--- src/rtl/fifo_wr_arbiter_pkg.sv ---
// Shared types and default sizing for the FIFO write-port arbiter.
// FIFO_WIDTH matches the data width of the FIFO this arbiter feeds.
package fifo_wr_arbiter_pkg;

  localparam int FIFO_WIDTH    = 16;
  localparam int ARB_NUM_REQ   = 4;
  localparam int ARB_MAX_BURST = 4;

  typedef enum logic {
    ARB_IDLE  = 1'b0,
    ARB_GRANT = 1'b1
  } arb_state_e;

endpackage

--- src/rtl/fifo_wr_arbiter_rr_pick.sv ---
// Round-robin selector: first set bit of req_i scanning last_i+1, last_i+2, ... modulo NUM_REQ.
// Purely combinational; no backpressure.
module rr_pick #(
  parameter int NUM_REQ = 4
) (
  input  logic [NUM_REQ-1:0]         req_i,
  input  logic [$clog2(NUM_REQ)-1:0] last_i,
  output logic                       found_o,
  output logic [$clog2(NUM_REQ)-1:0] next_o
);

  localparam int IDX_W = $clog2(NUM_REQ);

  int               idx;
  logic [IDX_W-1:0] idx_w;

  // Walk from the farthest offset down so the nearest requester wins.
  always_comb begin
    found_o = 1'b0;
    next_o  = last_i;
    idx     = 0;
    idx_w   = '0;
    for (int off = NUM_REQ; off >= 1; off--) begin
      idx   = (int'(last_i) + off) % NUM_REQ;
      idx_w = IDX_W'(idx);
      if (req_i[idx_w]) begin
        found_o = 1'b1;
        next_o  = idx_w;
      end
    end
  end

endmodule

--- src/rtl/fifo_wr_arbiter.sv ---
// Round-robin arbiter sharing one FIFO write port; beats reach the FIFO 1 cycle after acceptance.
// Accept is withheld on fifo_full, or on almostfull while a registered write is still in flight.
module fifo_wr_arbiter
  import fifo_wr_arbiter_pkg::*;
#(
  parameter int NUM_REQ    = ARB_NUM_REQ,
  parameter int DATA_WIDTH = FIFO_WIDTH,
  parameter int MAX_BURST  = ARB_MAX_BURST
) (
  input  logic                          clk,
  input  logic                          rst_n,
  input  logic [NUM_REQ-1:0]            req_valid,
  input  logic [NUM_REQ*DATA_WIDTH-1:0] req_data,
  output logic [NUM_REQ-1:0]            req_ready,
  input  logic                          fifo_full,
  input  logic                          fifo_almostfull,
  output logic [DATA_WIDTH-1:0]         fifo_data_in,
  output logic                          fifo_wr_en,
  output logic [$clog2(NUM_REQ)-1:0]    grant_id,
  output logic                          busy
);

  localparam int IDX_W = $clog2(NUM_REQ);
  localparam int CNT_W = $clog2(MAX_BURST + 1);

  arb_state_e            state_q, state_d;
  logic [IDX_W-1:0]      grant_q, grant_d;
  logic [CNT_W-1:0]      cnt_q, cnt_d;
  logic                  wr_en_q, wr_en_d;
  logic [DATA_WIDTH-1:0] dat_q, dat_d;

  logic                  pick_found;
  logic [IDX_W-1:0]      pick_idx;
  logic                  can_accept;
  logic                  xfer;
  logic                  valid_g;
  logic                  last_beat;
  logic [DATA_WIDTH-1:0] sel_dat;

  rr_pick #(
    .NUM_REQ(NUM_REQ)
  ) u_rr_pick (
    .req_i  (req_valid),
    .last_i (grant_q),
    .found_o(pick_found),
    .next_o (pick_idx)
  );

  // The almostfull term covers the slot already claimed by the write now in flight.
  assign can_accept = (state_q == ARB_GRANT) && !fifo_full && !(fifo_almostfull && wr_en_q);
  assign last_beat  = (cnt_q == CNT_W'(MAX_BURST - 1));

  always_comb begin
    req_ready = '0;
    sel_dat   = '0;
    valid_g   = 1'b0;
    for (int i = 0; i < NUM_REQ; i++) begin
      if (IDX_W'(i) == grant_q) begin
        req_ready[i] = can_accept;
        sel_dat      = req_data[i*DATA_WIDTH +: DATA_WIDTH];
        valid_g      = req_valid[i];
      end
    end
  end

  assign xfer = can_accept && valid_g;

  always_comb begin
    state_d = state_q;
    grant_d = grant_q;
    cnt_d   = cnt_q;
    case (state_q)
      ARB_IDLE: begin
        if (pick_found) begin
          state_d = ARB_GRANT;
          grant_d = pick_idx;
          cnt_d   = '0;
        end
      end
      ARB_GRANT: begin
        if (xfer) begin
          cnt_d = cnt_q + 1'b1;
          if (last_beat) state_d = ARB_IDLE;
        end else if (!valid_g) begin
          state_d = ARB_IDLE;
        end
      end
      default: state_d = ARB_IDLE;
    endcase
  end

  assign wr_en_d = xfer;
  assign dat_d   = xfer ? sel_dat : dat_q;

  always_ff @(posedge clk or negedge rst_n) begin
    if (!rst_n) begin
      state_q <= ARB_IDLE;
      grant_q <= IDX_W'(NUM_REQ - 1);
      cnt_q   <= '0;
      wr_en_q <= 1'b0;
      dat_q   <= '0;
    end else begin
      state_q <= state_d;
      grant_q <= grant_d;
      cnt_q   <= cnt_d;
      wr_en_q <= wr_en_d;
      dat_q   <= dat_d;
    end
  end

  assign fifo_wr_en   = wr_en_q;
  assign fifo_data_in = dat_q;
  assign grant_id     = grant_q;
  assign busy         = (state_q == ARB_GRANT);

endmodule

--- config.mk ---
export PLATFORM = sky130hd
export DESIGN_NAME = fifo_wr_arbiter
export DESIGN_NICKNAME = d
export VERILOG_FILES = /design/src/rtl/fifo_wr_arbiter_pkg.sv /design/src/rtl/fifo_wr_arbiter_rr_pick.sv /design/src/rtl/fifo_wr_arbiter.sv
export SDC_FILE = /design/constraint.sdc
export NUM_CORES = 1
export LEC_CHECK = 0
export ABC_AREA = 0
export CORE_AREA = 5 5 78 80
export DETAILED_ROUTE_END_ITERATION = 12
export DIE_AREA = 0 0 83 85
export PLACE_DENSITY = 0.72
export RECOVER_POWER = 100
export SYNTH_ARGS = -nofsm -noshare
export SYNTH_HDL_FRONTEND = slang
export SYNTH_SLANG_ARGS = --single-unit
--- constraint.sdc ---
create_clock -name clk -period 2.8 [get_ports clk]
set_input_delay 0.42 -clock clk [delete_from_list [all_inputs] [get_ports clk]]
set_output_delay 0.42 -clock clk [all_outputs]
set_load 0.05 [all_outputs]
# After elaboration in Yosys (flattened, before gate mapping)

Index checks and enable logic that the tools add are counted.
Widths: inputs -> output; s select.

Word-level logic and storage cells: 67
Register bits: 23
Output and inout port bits: 24
Bits of input ports: 72

Bitwise operators: 1
Equal/unequal tests: 6
Order comparisons: 4
Mux-type cells: 36
Reductions and logical operators: 10
Add/sub/neg operators: 5

Operator list:

| operator            | number |
|---|---|
| $mux 16             | 4 |
| $mux 1              | 20 |
| $lt 2x3->1 const B  | 4 |
| $bmux 1 s2          | 4 |
| $mux 2              | 4 |
| $mux 3              | 2 |
| $pmux 3 s2          | 1 |
| $add 2x1->2 const B | 2 |
| $add 2x2->2 const B | 2 |
| $eq 2x2->1 const A  | 2 |
| $logic_and 1x1->1   | 4 |
| $reduce_bool 4->1   | 1 |
| $add 3x1->3 const B | 1 |
| $eq 3x2->1 const B  | 1 |
| $reduce_and 3->1    | 1 |
| $eq 1x2->1 const A  | 1 |
| $logic_not 1->1     | 2 |
| $logic_not 2->1     | 1 |
| $ne 2x1->1 const B  | 1 |
| $ne 2x2->1 const B  | 1 |
| $pmux 1 s2          | 1 |
| $reduce_and 2->1    | 1 |
| $not 1->1           | 1 |

# Depth between registers and ports, before layout

Depth in word-level cells: 9
Depth in mapped cells: 8
Mapped depth without buffers: 6

# Hierarchy

From an unflattened synthesis, not the netlist that was laid out.

Cells, all modules: 104
Area, all modules: 1517.7 um^2

Modules (own cells, without submodules):

| module          | instances | sequential area each (um^2) | cells an instance | area each (um^2) |
|---|---|---|---|---|
| fifo_wr_arbiter | 1         | 578.1                       | 90                | 1435.1 |
| rr_pick         | 1         | 0.0                         | 14                | 82.6 |

# Worst setup path after synthesis

OpenSTA, ideal clock, no wires.

Kind: register to register
Start point: reg grant_q[1], in the netlist grant_id[1]
End point: reg dat_q[0], in the netlist fifo_data_in[0]
Library setup time: 125 ps
Stages on the path, launching flop included: 9
Data required time: 2675 ps
Arrival time: 2289 ps
Buffers on the path: 2
Slack: 386 ps
Path through: dfstp_2 > inv_1 > ha_1 > buf_6 > nand3b_4 > a221o_1 > a21boi_2 > buf_6 > mux2_4

Longest elaborated chain between the ends: 6
Elaborated cells on any way between the ends: 13
Classes of those cells: eq/ne: 3; mux: 8; reduce/logical: 2

Ends and longest elaborated chain:

| what                   | line                   | source |
|---|---|---|
| from (decl)            | fifo_wr_arbiter.sv:27  | `logic [IDX_W-1:0] grant_q, grant_d;` |
| from (signal assigned) | fifo_wr_arbiter.sv:98  | `grant_q <= IDX_W'(NUM_REQ - 1);` |
| from (signal assigned) | fifo_wr_arbiter.sv:104 | `grant_q <= grant_d;` |
| $logic_not 2->1        | fifo_wr_arbiter.sv:58  | `if (IDX_W'(i) == grant_q) begin` |
| $mux 1 (4 in series)   | fifo_wr_arbiter.sv:58  |  |
| $logic_and 1x1->1      | fifo_wr_arbiter.sv:66  | `assign xfer = can_accept && valid_g;` |
| to (signal assigned)   | fifo_wr_arbiter.sv:107 | `dat_q <= dat_d;` |
| to (decl)              | fifo_wr_arbiter.sv:30  | `logic [DATA_WIDTH-1:0] dat_q, dat_d;` |

Several ways; a longest one is shown, not always the timed one.
A chain may end at the register's enable or synchronous reset.

# Final worst setup path

Start point: reg grant_q[0], in the netlist grant_id[0]
End point: reg dat_q[10], in the netlist fifo_data_in[10]

The elaborated chain is that of the path after synthesis.

==> results.md <==
- # IOs: 96
- GR met2 Demand/Resource: 25.95%
- Clock Tree Buf Depth: 2
- Final non-filler cell area: 0.002841 mm^2
- Max Clock Skew: 2.774 ps
- Hold Fails Final Rpt: 0
- Number of nets with antenna violations after routing: 0
- Clock buffers created by TritonCTS: 3
- Number of global-route vias before repair: 1814
- Synth Register Bits: 23
- Main flop type after synthesis: dfrtp_1
- Most instantiated library cell after synthesis: a21oi_1
- Slew at the pin closest to its max-slew limit: 1264 ps
- Power per cell area: 1051 mW/mm^2
- Post-detailed-route via-to-cell ratio: 4.813
- Chip Width: 83 um
- Unrepaired setup endpoints after global routing: no
- Number of distinct standard cells referenced by the synthesized netlist: 30
- Wirelength per Cell: 15.07 um
- Total count of max-transition violations in the final report: 0
- Area share of fa/ha/maj cells after synthesis: 4.152%
- Drt initial violations: 46
- Via count: 1752
- Core Region: 0.005338 mm^2
- Source of the critical timing path: grant_id[0]
- R2R depth: 6
- Total routing resource utilization after global routing: 15.39%
- Synth Area in Compound Gates: 25.88%
- Placer Congestion: 0.7690
- Area Growth Syn to Fin: 57.16%
- Die Height: 85 um
- Leak Pwr: 1.279 nW
- Initial antenna violation count: 0
- Wire length of the first global-routing pass: 9.121 mm
- Max-Cap Viols: 0
- Endpoint of the most critical register-to-register path: fifo_data_in[10]
- Clock root cell: clkbuf_8
- Minimum clock period after layout: 2391 ps
- Highest clock rate: 0.4182 GHz
- Outcome: complete, no violations
- Clock tree from TritonCTS: yes
- Count of buffers from port buffering: 95
- Synth cell count leaders: 34 x a21oi_1, 22 x inv_1, 21 x dfrtp_1, 21 x nand2_1
- Starting utilization of the core area: 33.87%
- TritonRoute pass-1 iters: 3
- Met3 usage: 4.078%
- Overflow left after global routing: 0
- # rows: 27
- Met1 layer usage reported by global route: 20.60%
- Detailed placer's ending HPWL: 4.286 mm
- Setup total negative slack: 0 ps
- Share of Yosys cell area claimed by the top area cell type: 29.07%
- Area of the mapped netlist: 0.001808 mm^2
- Number of H-tree levels: 1
- Endpoint class of the critical path: register
- Average cell area after synthesis: 9.040 um^2
- Critical path, cell by cell: ha_1, a21oi_1, a221o_1, a21boi_4, clkbuf_2, mux2_1
- Post-cts hold buffer count: 0
- Antenna diode count: 0
- Register-to-register setup slack: 410 ps
- Number of enable flip-flop cells after synthesis: 0
- Worst EP required: 2950 ps
- Die Area: 0.007055 mm^2
- Global routing's busiest layer: met2
- Crit path arrival time: 2540 ps
- Post-synthesis sequential area ratio: 31.97%
- Max-slew headroom: 15.72%
- Capture point of the worst path: fifo_data_in[10]
- Hold path depth: 1
- Cells taking the most area after synthesis: dfrtp_1 29%, mux2_4 13%, a21oi_1 9.4%
- Share of post-route cells with drive strength above 1: 7.192%
- Share of flip-flops with an asynchronous set or reset after synthesis: 100.0%
- Clock Sinks: 23
- Setup repair bufs after CTS: 0
- Synth area leader: dfrtp_1
- Largest family of logic cells by synthesized area: compound AO/OA/AOI/OAI gates
- Simple-gate portion of the synthesized area: 8.581%
- Final setup viols: 0
- Clock insertion delay at the later pin of the skew report: 260 ps
- Master of the slowest instance on the critical path: dfstp_1
- Final cycle utilization of the critical path: 85.40%
- Classification of the worst-slack hold path: register to register
- Startpoint class of the critical path: register
- Largest net degree at the start of global routing: 31
- Synth Instances: 200
- Multiplexer area fraction after synthesis: 20.14%
- Largest stage delay, worst path: 720 ps
- Count of filler cells inserted in the layout: 543
- Post-synth net total: 278
- Remaining DRCs: 0
- Biggest fanout along the worst timing path: 9
- Total cell area at the placement stage: 0.002867 mm^2
- Maximum VDD drop: 0.6424 mV
- Final WL: 5.485 mm
- Gates resized, CTS repair: 0
- Post-CTS clock slew at the launch and capture registers of the worst setup and hold paths: 80 ps
- XOR/XNOR share of the synthesized area: 0%
- Total number of yosys warnings: 0
- Net count, final: 371
- Origin of the critical flop-to-flop path: grant_id[0]
- Worst Path Class, Setup: register to register
## how the worst min path moves through the flow
stage | slack (ps) | to | from
final | 490 | fifo_data_in[14] | fifo_data_in[14]
after global routing | 510 | fifo_data_in[2] | fifo_data_in[2]
after CTS | 520 | fifo_data_in[7] | rst_n
after detailed placement | 500 | fifo_data_in[2] | fifo_data_in[2]
after global placement | 500 | fifo_data_in[5] | fifo_data_in[5]
after floorplan | 120 | busy | rst_n
## cell families (layout without fill, tap and decap cells)
group	count (synthesis)	in the layout
AOI/OAI and AO/OA	74	74
buffers and inverters	38	130
and+or+nand+nor	32	32
muxes	27	27
DFF	23	23
adders and majority gates	6	6
## per-stage QoR
step                power (mW)  hold WS [ps]  utilization (%)  instances  worst slack [ps]
global placement         2.993         499.3            53.70        360             514.3
floorplan                2.308         124.4                -        200             386.1
finish                   2.988         492.3            53.23        364             408.8
detailed placement       3.019         498.1            53.70        360             470.8
global route             3.225         514.9            53.23        364             227.9
CTS                      3.242         520.3            54.57        364             458.9
## registers in the layout, summed over array words and instances (netlist names)
register      cells
fifo_wr_en        1
busy              1
fifo_data_in     16
grant_id          2
cnt_q             3
## layout make-up
| class | count | area (um^2) | area share (%) |
|---|---|---|---|
| clock buffers | 3 | 41.29 | 1.453 |
| clock inverters | 1 | 5.005 | 0.1761 |
| inverters | 22 | 82.58 | 2.906 |
| multi-input cells | 139 | 1005 | 35.36 |
| flip-flops and latches | 23 | 578.1 | 20.34 |
| well taps | 72 | 90.09 | 3.170 |
| repair buffers | 104 | 1040 | 36.59 |
## worst max-delay path: cells and delay by family (launching register included)
kind,cells,cell delay [ps]
mux,1,360
fa+ha+maj,1,320
buf+inv,1,270
compound gates,3,610
flops,1,720
## placed cells by master (no fill, tap or decap), types with 2 or more instances in the layout
cell              n
ha_1              6
o21ai_0          16
mux2_1           16
a22o_1           16
dlygate4sd3_1    22
a221o_1           2
clkbuf_8          3
a21oi_1          34
buf_4             8
nor2_1            2
dfrtp_1          21
buf_12            3
and2_0            3
inv_1            22
nand2_1          21
clkdlybuf4s50_1  69
mux2i_1           9
## per-layer routing
metal | wire (um) | vias up | share of wire (%)
met1 | 2625 | 808 | 48
met4 | 19 | 0 | 0.35
met2 | 2566 | 50 | 47
li1 | - | 892 | -
met3 | 274 | 2 | 5.0
met5 | 0 | - | 0
## power breakdown
group | switching [mW] | total, mW | leakage (nW) | internal [mW]
Combinational | 1.29 | 2.17 | 0.966 | 0.888
Clock | 0.105 | 0.204 | 0.0255 | 0.0991
Sequential | 0.120 | 0.609 | 0.287 | 0.489
Power figures use the tool's default switching activity.
